$ cat config.mk
export PLATFORM = sky130hd
export DESIGN_NAME = ps2_kbd_ctrl
export DESIGN_NICKNAME = d
export VERILOG_FILES = /design/src/rtl/ps2_kbd_ctrl.sv
export SDC_FILE = /design/constraint.sdc
export NUM_CORES = 1
export LEC_CHECK = 0
export BUFFER_PORTS_ARGS = -buffer_cell sky130_fd_sc_hd__buf_2
export CORE_AREA = 2 2 89 74
export CTS_BUF_LIST = sky130_fd_sc_hd__clkbuf_4 sky130_fd_sc_hd__clkbuf_8 sky130_fd_sc_hd__clkbuf_16
export DETAILED_ROUTE_END_ITERATION = 8
export DIE_AREA = 0 0 91 76
export PLACE_DENSITY = 0.73
export SLEW_MARGIN = 30
export SYNTH_ARGS = -nofsm -noshare
export SYNTH_HDL_FRONTEND = slang
export SYNTH_SLANG_ARGS = --single-unit
$ cat constraint.sdc
create_clock -name clk -period 2.3 [get_ports clk]
set_clock_uncertainty 0.15 [all_clocks]
set_input_delay 0.23 -clock clk [delete_from_list [all_inputs] [get_ports clk]]
set_output_delay 0.23 -clock clk [all_outputs]
set_load 0.01 [all_outputs]
$ cat src/rtl/ps2_kbd_ctrl.sv
// PS/2 keyboard controller: pops bytes from the receiver FIFO, folds E0/F0
// prefixes into single key events, and tracks the held key and press count.
module ps2_kbd_ctrl #(
    parameter int              CNT_W       = 8,
    parameter int              TO_W        = 20,
    parameter logic [TO_W-1:0] TIMEOUT_CYC = 20'd500000
) (
    input  logic             clk,
    input  logic             rst,
    input  logic             fifo_ready,
    input  logic [7:0]       fifo_data,
    input  logic             fifo_overflow,
    output logic             fifo_nextdata_n,
    output logic             evt_valid,
    output logic [7:0]       evt_code,
    output logic             evt_ext,
    output logic             evt_break,
    output logic             evt_repeat,
    output logic             key_down,
    output logic [7:0]       cur_code,
    output logic             cur_ext,
    output logic [CNT_W-1:0] press_cnt,
    output logic             err_ovf,
    output logic             err_to,
    input  logic             err_clr
);

    localparam logic [7:0] CODE_EXT = 8'hE0;
    localparam logic [7:0] CODE_BRK = 8'hF0;

    typedef enum logic [1:0] {IDLE, POP, GAP, PARSE} state_t;

    state_t          state;
    logic [7:0]      byte_q;
    logic            ext_pend;
    logic            brk_pend;
    logic [TO_W-1:0] to_cnt;
    logic            to_run;
    logic            to_hit;
    logic            same_key;

    assign fifo_nextdata_n = (state != POP);
    assign to_run   = (state == IDLE) && !fifo_ready && (ext_pend || brk_pend);
    assign to_hit   = to_run && (to_cnt == TIMEOUT_CYC - 1'b1);
    assign same_key = (cur_code == byte_q) && (cur_ext == ext_pend);

    always_ff @(posedge clk or negedge rst) begin
        if (!rst) begin
            state      <= IDLE;
            byte_q     <= '0;
            ext_pend   <= 1'b0;
            brk_pend   <= 1'b0;
            to_cnt     <= '0;
            evt_valid  <= 1'b0;
            evt_code   <= '0;
            evt_ext    <= 1'b0;
            evt_break  <= 1'b0;
            evt_repeat <= 1'b0;
            key_down   <= 1'b0;
            cur_code   <= '0;
            cur_ext    <= 1'b0;
            press_cnt  <= '0;
            err_ovf    <= 1'b0;
            err_to     <= 1'b0;
        end else begin
            evt_valid <= 1'b0;

            case (state)
                IDLE: begin
                    if (fifo_ready) begin
                        byte_q <= fifo_data;
                        state  <= POP;
                    end
                end
                POP:  state <= GAP;
                GAP:  state <= PARSE;
                PARSE: begin
                    state <= IDLE;
                    if (byte_q == CODE_EXT) begin
                        ext_pend <= 1'b1;
                    end else if (byte_q == CODE_BRK) begin
                        brk_pend <= 1'b1;
                    end else begin
                        evt_valid <= 1'b1;
                        evt_code  <= byte_q;
                        evt_ext   <= ext_pend;
                        evt_break <= brk_pend;
                        ext_pend  <= 1'b0;
                        brk_pend  <= 1'b0;
                        if (brk_pend) begin
                            evt_repeat <= 1'b0;
                            if (same_key) begin
                                key_down <= 1'b0;
                            end
                        end else if (key_down && same_key) begin
                            evt_repeat <= 1'b1;
                        end else begin
                            evt_repeat <= 1'b0;
                            press_cnt  <= press_cnt + 1'b1;
                            key_down   <= 1'b1;
                            cur_code   <= byte_q;
                            cur_ext    <= ext_pend;
                        end
                    end
                end
                default: state <= IDLE;
            endcase

            // A prefix left dangling too long is dropped so it cannot taint a later key.
            if (to_hit) begin
                to_cnt   <= '0;
                ext_pend <= 1'b0;
                brk_pend <= 1'b0;
            end else if (to_run) begin
                to_cnt <= to_cnt + 1'b1;
            end else begin
                to_cnt <= '0;
            end

            if (to_hit) begin
                err_to <= 1'b1;
            end else if (err_clr) begin
                err_to <= 1'b0;
            end

            // Overflow means bytes were lost, so any half-built prefix is untrustworthy.
            if (fifo_overflow) begin
                err_ovf  <= 1'b1;
                ext_pend <= 1'b0;
                brk_pend <= 1'b0;
            end else if (err_clr) begin
                err_ovf <= 1'b0;
            end
        end
    end

endmodule

# Yosys cells after proc, flatten, opt, wreduce, memory -nomap -nowiden
# Cells that the tools add are included.
# word_totals
regBits	64
latch_bits	0
ram_bits	0
romBits	0
input_bits	13
elab_cells	78
n_memories	0
# classes
addsub	2
n_mul	0
div	0
order_cmp	0
n_eq_ne	14
shift	0
n_mux	25
n_bitwise	4
reduce_logical	17
# op_table
op	count
$mux 20	2
$mux 1	21
$add 20x1->20 const B	1
$eq 20x19->1 const B	1
$eq 8x8->1 const B	2
$reduce_and 5->1	2
$add 8x1->8 const B	1
$eq 8x8->1	1
$pmux 2 s4	1
$reduce_and 2->1	3
$logic_and 1x1->1	5
$eq 2x2->1 const B	2
$ne 2x1->1 const B	2
$ne 2x2->1 const B	2
$ne 4x4->1 const B	1
$not 1->1	4
$reduce_bool 2->1	2
$ne 3x3->1 const B	1
$reduce_and 3->1	1
$reduce_bool 3->1	1
$eq 2x1->1 const B	1
$logic_not 2->1	1
$mux 2	1
$eq 1x1->1	1
2 further kinds	2

# Depth between registers and ports, before layout
# Gate-level depths: netlist of run 1.
# logic_depth
ltp_word	6
depth_mapped	8

# Least setup slack after synthesis of run 1
# No wires, ideal clock.
# synth_path
path_kind	register to register
start	register cur_code[4]
end	register cur_code[1]
setup_time_ns	0.125
arrival_time_ns	1.952
required_time_ns	2.025
path_slack_ns	0.073
stages_incl_launch_ff	8
cell_sequence	dfrtp_1 xnor2_1 o221ai_1 or4_1 buf_2 nor3b_4 buf_6 mux2_4
# synth_between
elab_chain_len	5
# synth_rtl
item	line	text
from (decl)	20	output logic [7:0] cur_code,
from (signal assigned)	101	cur_code <= byte_q;
$eq 8x8->1	45	assign same_key = (cur_code == byte_q) && (cur_ext == ext_pend);
$logic_and 1x1->1	45	
$logic_and 1x1->1	95	end else if (key_down && same_key) begin
$not 1->1 (no line)	--	
$reduce_and 5->1 (no line)	--	
# Every way passes these cells.
# A chain may end at the register's enable or synchronous reset.

# Final worst setup path of run 1
# layout_path
start	register byte_q[4]
end	register press_cnt[1]
# layout_between
elab_chain_len	5
# layout_rtl
item	line	text
from (decl)	34	logic [7:0] byte_q;
from (signal assigned)	71	byte_q <= fifo_data;
$eq 8x8->1	45	
$logic_and 1x1->1	45	
$logic_and 1x1->1	95	
$not 1->1 (no line)	--	
$reduce_and 5->1 (no line) (*)	--	
to (signal assigned)	99	press_cnt <= press_cnt + 1'b1;
to (decl)	22	output logic [CNT_W-1:0] press_cnt,
# Every way passes the cells marked *; elsewhere a longest branch is shown, timed or not.

==> flow_metrics.env, run 1 <==
export IMPL_startpoint_type="flip-flop"
export IMPL_ios=46
export IMPL_firstDrtPassIters=4
export IMPL_initial_core_util=0.475
export IMPL_clk_pin_slew_worst_paths_ns=0.07
export IMPL_areaGrowthSynthToFinish_pct=23.8
export IMPL_syn_area_per_cell_um2=11.4
export IMPL_clock_sinks=64
export IMPL_post_place_ws_ns=0.0583
export IMPL_syn_inst=256
export IMPL_grt_util_all_layers=0.182
export IMPL_htree_num_levels=3
export IMPL_ff2ff_setup_slack_ns=0.08
export IMPL_synth_cell_types=33
export IMPL_portBuffers=45
export IMPL_synth_top_family_by_area="simple AND/OR/NAND/NOR gates"
export IMPL_reg2reg_depth=5
export IMPL_dp_hpwl_mm=4.08
export IMPL_cts_tree="built"
export IMPL_r2r_end="press_cnt[1]$_DFFE_PN0P_"
export IMPL_grt_pass1_vias=2033
export IMPL_synth_ff_type="dfrtp_1"
export IMPL_rows=26
export IMPL_antenna_found_initial=0
export IMPL_layout_commonest_cell="dfrtp_1"
export IMPL_period_needed_ns=2.22
export IMPL_grt_pass1_wl_mm=9.93
export IMPL_core_mm2=0.00612
export IMPL_relSlewSlack=0.569
export IMPL_die_height_um=76
export IMPL_grt_max_degree=39
export IMPL_final_cell_mix="dfrtp_1 (64), buf_2 (45), nand2_1 (30)"
export IMPL_routed_wl_mm=5.93
export IMPL_slew_violations=0
export IMPL_nets=346
export IMPL_timing_rr_start="byte_q[4]$_DFFE_PN0P_"
export IMPL_crit_path_top_delay_cell="or4_1"
export IMPL_muxShareOfSynthArea=0.0835
export IMPL_yosys_area_top_type="dfrtp_1"
export IMPL_holdPathEnd="err_to$_DFFE_PN0P_"
export IMPL_yosys_warnings=0
export IMPL_synth_area_mm2=0.00291
export IMPL_synth_adder_area_share=0.0301
export IMPL_via_count=2117
export IMPL_hp_start="err_clr"
export IMPL_drcViolationCount=0
export IMPL_synth_area_top_cells="dfrtp_1 (55%), xnor2_1 (5.4%), xor2_1 (4.2%)"
export IMPL_rsz0062_at_grt="no"
export IMPL_synth_edf_count=0
export IMPL_antenna_cells=0
export IMPL_finalCritPeriodShare=0.966
export IMPL_dieArea_mm2=0.00692
export IMPL_clk_path_buf_depth=2
export IMPL_wire_per_inst_um=14.3
export IMPL_cp_end_kind="flip-flop"
export IMPL_die_w_um=91
export IMPL_cellPowerDensity_mw_per_mm2=1190
export IMPL_fmax_mhz=450
export IMPL_ant_nets=0
export IMPL_synthXorXnorAreaFrac=0.0964
export IMPL_hp_class="in -> reg"
export IMPL_drive_above_1_share=0.275
export IMPL_final_setup_tns_ns=0
export IMPL_leakage_nw=1.74
export IMPL_outcome="completed"
export IMPL_syn_num_nets=276
export IMPL_cp_cell_sequence="xnor2_1 -> o221ai_1 -> or4_1 -> nor3b_2 -> mux2_4"
export IMPL_ir_worst_vdd_uv=729
export IMPL_path_max_fanout=5
export IMPL_clk_insertion_delay_late_ns=0.33
export IMPL_worstMarginPinSlew_ns=0.644
export IMPL_cts_resized=0
export IMPL_ys_async_sr_fraction=1.00
export IMPL_synth_compound_area_share=0.0353
export IMPL_worstHoldPathCells=3
export IMPL_gp_congestion=0.862
export IMPL_clockRootBuffer="clkbuf_8"
export IMPL_cts_inserted_buffers=9
export IMPL_setup_viol=0
export IMPL_path_class="reg -> reg"
export IMPL_yosys_area_share_simple=0.177
export IMPL_cp_required_ns=2.37
export IMPL_critPathMaxStageDelay_ns=0.58
export IMPL_drt_iter0_markers=67
export IMPL_ys_seq_area_frac=0.551
export IMPL_final_hold_violation_count=0
export IMPL_synth_seq_cells=64
export IMPL_setup_slack_ns=0.0776
export IMPL_arrival_ns=2.30
export IMPL_via_per_inst=5.10
export IMPL_post_synth_top_area_fraction=0.551
export IMPL_max_cap_viol_count=0
export IMPL_grt_overflow=0
flip-flops by register name (all words and copies together) (netlist names), 2 cells and up:
name	cells
byte_q	8
state	2
press_cnt	8
to_cnt	20
evt_code	8
cur_code	8
final cells by class:
| cell class | count | area [um^2] |
|---|---|---|
| fill | 541 | 2520 |
| sequential | 64 | 1600 |
| multi-input combinational | 175 | 1250 |
| timing repair buffer | 64 | 405 |
| clock buffer | 12 | 146 |
| tap | 84 | 105 |
| clock inverter | 4 | 45.0 |
| inverter | 12 | 45.0 |
per-layer routing:
| layer | track usage | vias up | part of all wire |
|---|---|---|---|
| met3 | 0.0495 | 5 | 0.046 |
| li1 | - | 1015 | - |
| met5 | 0 | - | 0 |
| met2 | 0.267 | 51 | 0.45 |
| met1 | 0.259 | 1046 | 0.50 |
| met4 | 0.0682 | 0 | 0.010 |
worst max-delay path, delay by kind of cell, from the launching register on:
| kind | cells | cell delay, ns |
|---|---|---|
| simple gates | 2 | 0.84 |
| flops | 1 | 0.43 |
| mux | 1 | 0.34 |
| xor+xnor | 1 | 0.20 |
| compound gates | 1 | 0.15 |
where the power goes:
group	internal, mW	switching, mW	total (mW)	leakage [nW]
Clock	0.532	0.407	0.939	0.104
Combinational	0.784	0.800	1.58	0.809
Sequential	1.46	0.312	1.77	0.823
cells in the mapped netlist, types with 2 or more instances:
cell type,count
nand2_1,30
a21oi_1,4
nor4b_1,2
nand3_1,13
xnor2_1,18
clkbuf_1,3
dfrtp_1,64
inv_1,12
nor3_1,3
nand4_1,5
buf_2,2
nor2_1,23
nor2b_1,2
xor2_1,14
mux2_4,8
nor4_1,3
ha_1,7
and3_1,10
nand2b_1,2
o21ai_0,4
mux2_2,10
and4_1,5
a21o_1,2
per-stage QoR:
| step | util | cells | hold WS [ns] | cell area (um^2) | power, mW |
|---|---|---|---|---|---|
| 2_1_floorplan | - | 256 | -0.216 | 2910 | 2.75 |
| 3_3_place_gp | 0.539 | 388 | 0.124 | 3300 | 3.29 |
| 3_5_place_dp | 0.539 | 388 | 0.132 | 3300 | 3.34 |
| 4_1_cts | 0.587 | 414 | 0.0130 | 3590 | 4.31 |
| 5_1_grt | 0.589 | 415 | 0.0520 | 3600 | 4.55 |
| 6_report | 0.589 | 415 | 0.0342 | 3600 | 4.29 |
worst max-delay path by stage:
stage / from / end / depth (start not counted)
global route: byte_q[4]$_DFFE_PN0P_ / press_cnt[1]$_DFFE_PN0P_ / 5
finish: byte_q[4]$_DFFE_PN0P_ / press_cnt[1]$_DFFE_PN0P_ / 5
CTS: byte_q[0]$_DFFE_PN0P_ / cur_code[6]$_DFFE_PN0P_ / 5
detailed placement: byte_q[0]$_DFFE_PN0P_ / cur_code[6]$_DFFE_PN0P_ / 5
floorplan: cur_code[4]$_DFFE_PN0P_ / cur_code[1]$_DFFE_PN0P_ / 7
global placement: byte_q[0]$_DFFE_PN0P_ / cur_code[6]$_DFFE_PN0P_ / 5
cell families after synthesis:
logic type                 after synthesis
AOI/OAI and AO/OA                       15
adders and majority gates                7
xor gates and xnor gates                32
buffers and inverters                   18
DFF                                     64
and+or+nand+nor                        101
muxes                                   19
timing repair:
action | CTS | global route
endpoints found under the hold margin | 37 | 0
hold buffers | 10 | 0
setup buffers | 0 | 0
endpoints found under the setup margin | 0 | 1
Power figures use the tool's default switching activity.
==> inputs of run 2 (changes only) <==
- PLACE_DENSITY: 0.73 -> 0.81
==> run 2 against run 1 <==
Sequential power barely moved. Sequential share of layout area down 0.97 points. First-iteration DRC count rose by 28%. Register-to-register slack worse by 0.07 ns. Critical endpoint is now cur_code[3]$_DFFE_PN0P_.
==> flow_metrics.env, run 2 (same netlist as run 1, synthesis figures left out) <==
export IMPL_firstDrtPassIters=4
export IMPL_final_fill_count=512
export IMPL_nets=352
export IMPL_path_depth=6
export IMPL_via_count=2140
export IMPL_dieArea_mm2=0.00692
export IMPL_drcViolationCount=0
export IMPL_crit_path_top_delay_cell="or4_4"
export IMPL_met3_usage=0.0564
export IMPL_critPathMaxStageDelay_ns=0.51
export IMPL_ios=46
export IMPL_largest_register_ffs=20
export IMPL_antenna_cells=0
export IMPL_pwr_share_seq=0.395
export IMPL_setup_viol=0
export IMPL_reg2reg_depth=6
export IMPL_worstHoldPathCells=3
export IMPL_outcome="completed"
export IMPL_period_needed_ns=2.29
export IMPL_grt_pass1_wl_mm=10.4
export IMPL_clockRootBuffer="clkbuf_8"
export IMPL_cp_required_ns=2.36
export IMPL_leakage_nw=1.78
export IMPL_layout_commonest_cell="dfrtp_1"
export IMPL_slew_violations=0
export IMPL_path_buf_inv=1
export IMPL_ir_worst_vdd_uv=755
export IMPL_post_place_ws_ns=0.00981
export IMPL_wire_per_inst_um=14.8
export IMPL_power_mw=4.50
export IMPL_final_cell_mix="dfrtp_1 (62), buf_2 (45), nand2_1 (30)"
export IMPL_ant_nets=0
export IMPL_gp_congestion=0.898
export IMPL_path_class="reg -> reg"
export IMPL_worstMarginPinSlew_ns=0.607
export IMPL_use_met2=0.293
export IMPL_path_max_fanout=7
export IMPL_fmax_mhz=436
export IMPL_via_per_inst=5.08
export IMPL_regMostFlops="to_cnt"
export IMPL_cp_end_kind="flip-flop"
export IMPL_htree_num_levels=3
export IMPL_die_w_um=91
export IMPL_antenna_found_initial=0
export IMPL_grt_overflow=0
export IMPL_initial_core_util=0.475
export IMPL_clock_sinks=64
export IMPL_die_height_um=76
export IMPL_clk_pin_slew_worst_paths_ns=0.06
export IMPL_hp_class="in -> reg"
export IMPL_switching_share=0.351
export IMPL_ff2ff_setup_slack_ns=0.008
export IMPL_max_cap_viol_count=0
export IMPL_hp_start="err_clr"
export IMPL_cellPowerDensity_mw_per_mm2=1220
export IMPL_holdPathEnd="err_ovf$_DFFE_PN0P_"
export IMPL_startpoint_type="flip-flop"
export IMPL_clk_insertion_delay_late_ns=0.33
export IMPL_arrival_ns=2.35
export IMPL_portBuffers=45
export IMPL_setup_slack_ns=0.00774
export IMPL_grt_util_all_layers=0.191
export IMPL_clk_path_buf_depth=2
export IMPL_internal_power_mw=2.92
export IMPL_final_hold_violation_count=0
export IMPL_cp_cell_sequence="xnor2_1 -> nand4_1 -> or4_4 -> nor3b_4 -> buf_4 -> mux2_4"
export IMPL_finalCritPeriodShare=0.997
export IMPL_rows=26
export IMPL_power_switching_mw=1.58
export IMPL_relSlewSlack=0.595
export IMPL_cts_inserted_buffers=9
export IMPL_dp_hpwl_mm=4.26
export IMPL_areaGrowthSynthToFinish_pct=26.8
export IMPL_crit_family="simple AND/OR/NAND/NOR gates"
export IMPL_timing_rr_start="byte_q[5]$_DFFE_PN0P_"
export IMPL_r2r_end="cur_code[3]$_DFFE_PN0P_"
export IMPL_use_met1=0.257
export IMPL_combPwrFrac=0.386
export IMPL_grt_pass1_vias=2156
export IMPL_p_clk_frac=0.219
export IMPL_routed_wl_mm=6.23
export IMPL_drive_above_1_share=0.309
export IMPL_core_mm2=0.00612
export IMPL_busiest_layer="met2"
export IMPL_drt_iter0_markers=86
export IMPL_cts_tree="built"
export IMPL_grt_max_degree=40
==> run 2: worst max path at each step <==
stage                            startpoint                      end
global placement      byte_q[0]$_DFFE_PN0P_  cur_code[6]$_DFFE_PN0P_
CTS                   byte_q[0]$_DFFE_PN0P_  cur_code[6]$_DFFE_PN0P_
finish                byte_q[5]$_DFFE_PN0P_  cur_code[3]$_DFFE_PN0P_
global route          byte_q[5]$_DFFE_PN0P_  cur_code[3]$_DFFE_PN0P_
detailed placement    byte_q[0]$_DFFE_PN0P_  cur_code[6]$_DFFE_PN0P_
floorplan           cur_code[4]$_DFFE_PN0P_  cur_code[1]$_DFFE_PN0P_
==> run 2: layout make-up <==
| class | instances | area, um^2 | area share |
|---|---|---|---|
| timing repair buffer | 71 | 458 | 0.124 |
| tap | 84 | 105 | 0.0285 |
| multi-input combinational | 174 | 1260 | 0.343 |
| inverter | 12 | 48.8 | 0.0132 |
| clock inverter | 3 | 40.0 | 0.0109 |
| sequential | 64 | 1600 | 0.435 |
| clock buffer | 13 | 166 | 0.0451 |
==> run 2: power by group through the flow <==
stage                     combinational (mW)  sequential [mW]  clock [mW]
after CTS                               1.59             1.76        1.01
after detailed placement                1.57             1.77           0
final                                   1.74             1.78       0.985
after global routing                    1.88             1.83        1.07
after global placement                  1.51             1.76           0
after floorplan                        0.910             1.84           0
==> run 2: tightest hold or removal path, cell delays in order <==
cell and delay [ns]:
buf_2 0.10, inv_1 0.06, a21o_1 0.10
==> run 2: per-stage QoR <==
step / std cells / util / hold slack (ns) / instance area, um^2 / TNS [ns]
6_report: 421 / 0.603 / 0.0449 / 3690 / 0
2_1_floorplan: 256 / - / -0.216 / 2910 / 0
4_1_cts: 414 / 0.589 / 0.0286 / 3600 / 0
3_3_place_gp: 388 / 0.539 / 0.119 / 3300 / 0
3_5_place_dp: 388 / 0.539 / 0.127 / 3300 / 0
5_1_grt: 421 / 0.603 / 0.0611 / 3690 / -0.106
==> run 2: repair_timing <==
action / CTS / global route
setup endpoints to repair: 0 / 10
setup buffers: 0 / 7
hold buffers: 10 / 0
hold endpoints to repair: 36 / 0
gates resized for setup: 0 / 7
==> run 2: layer usage <==
metal  vias up  wire [um]
met5         -          0
li1       1023          -
met2        61       2970
met3        16        329
met4         0        166
met1      1040       2760
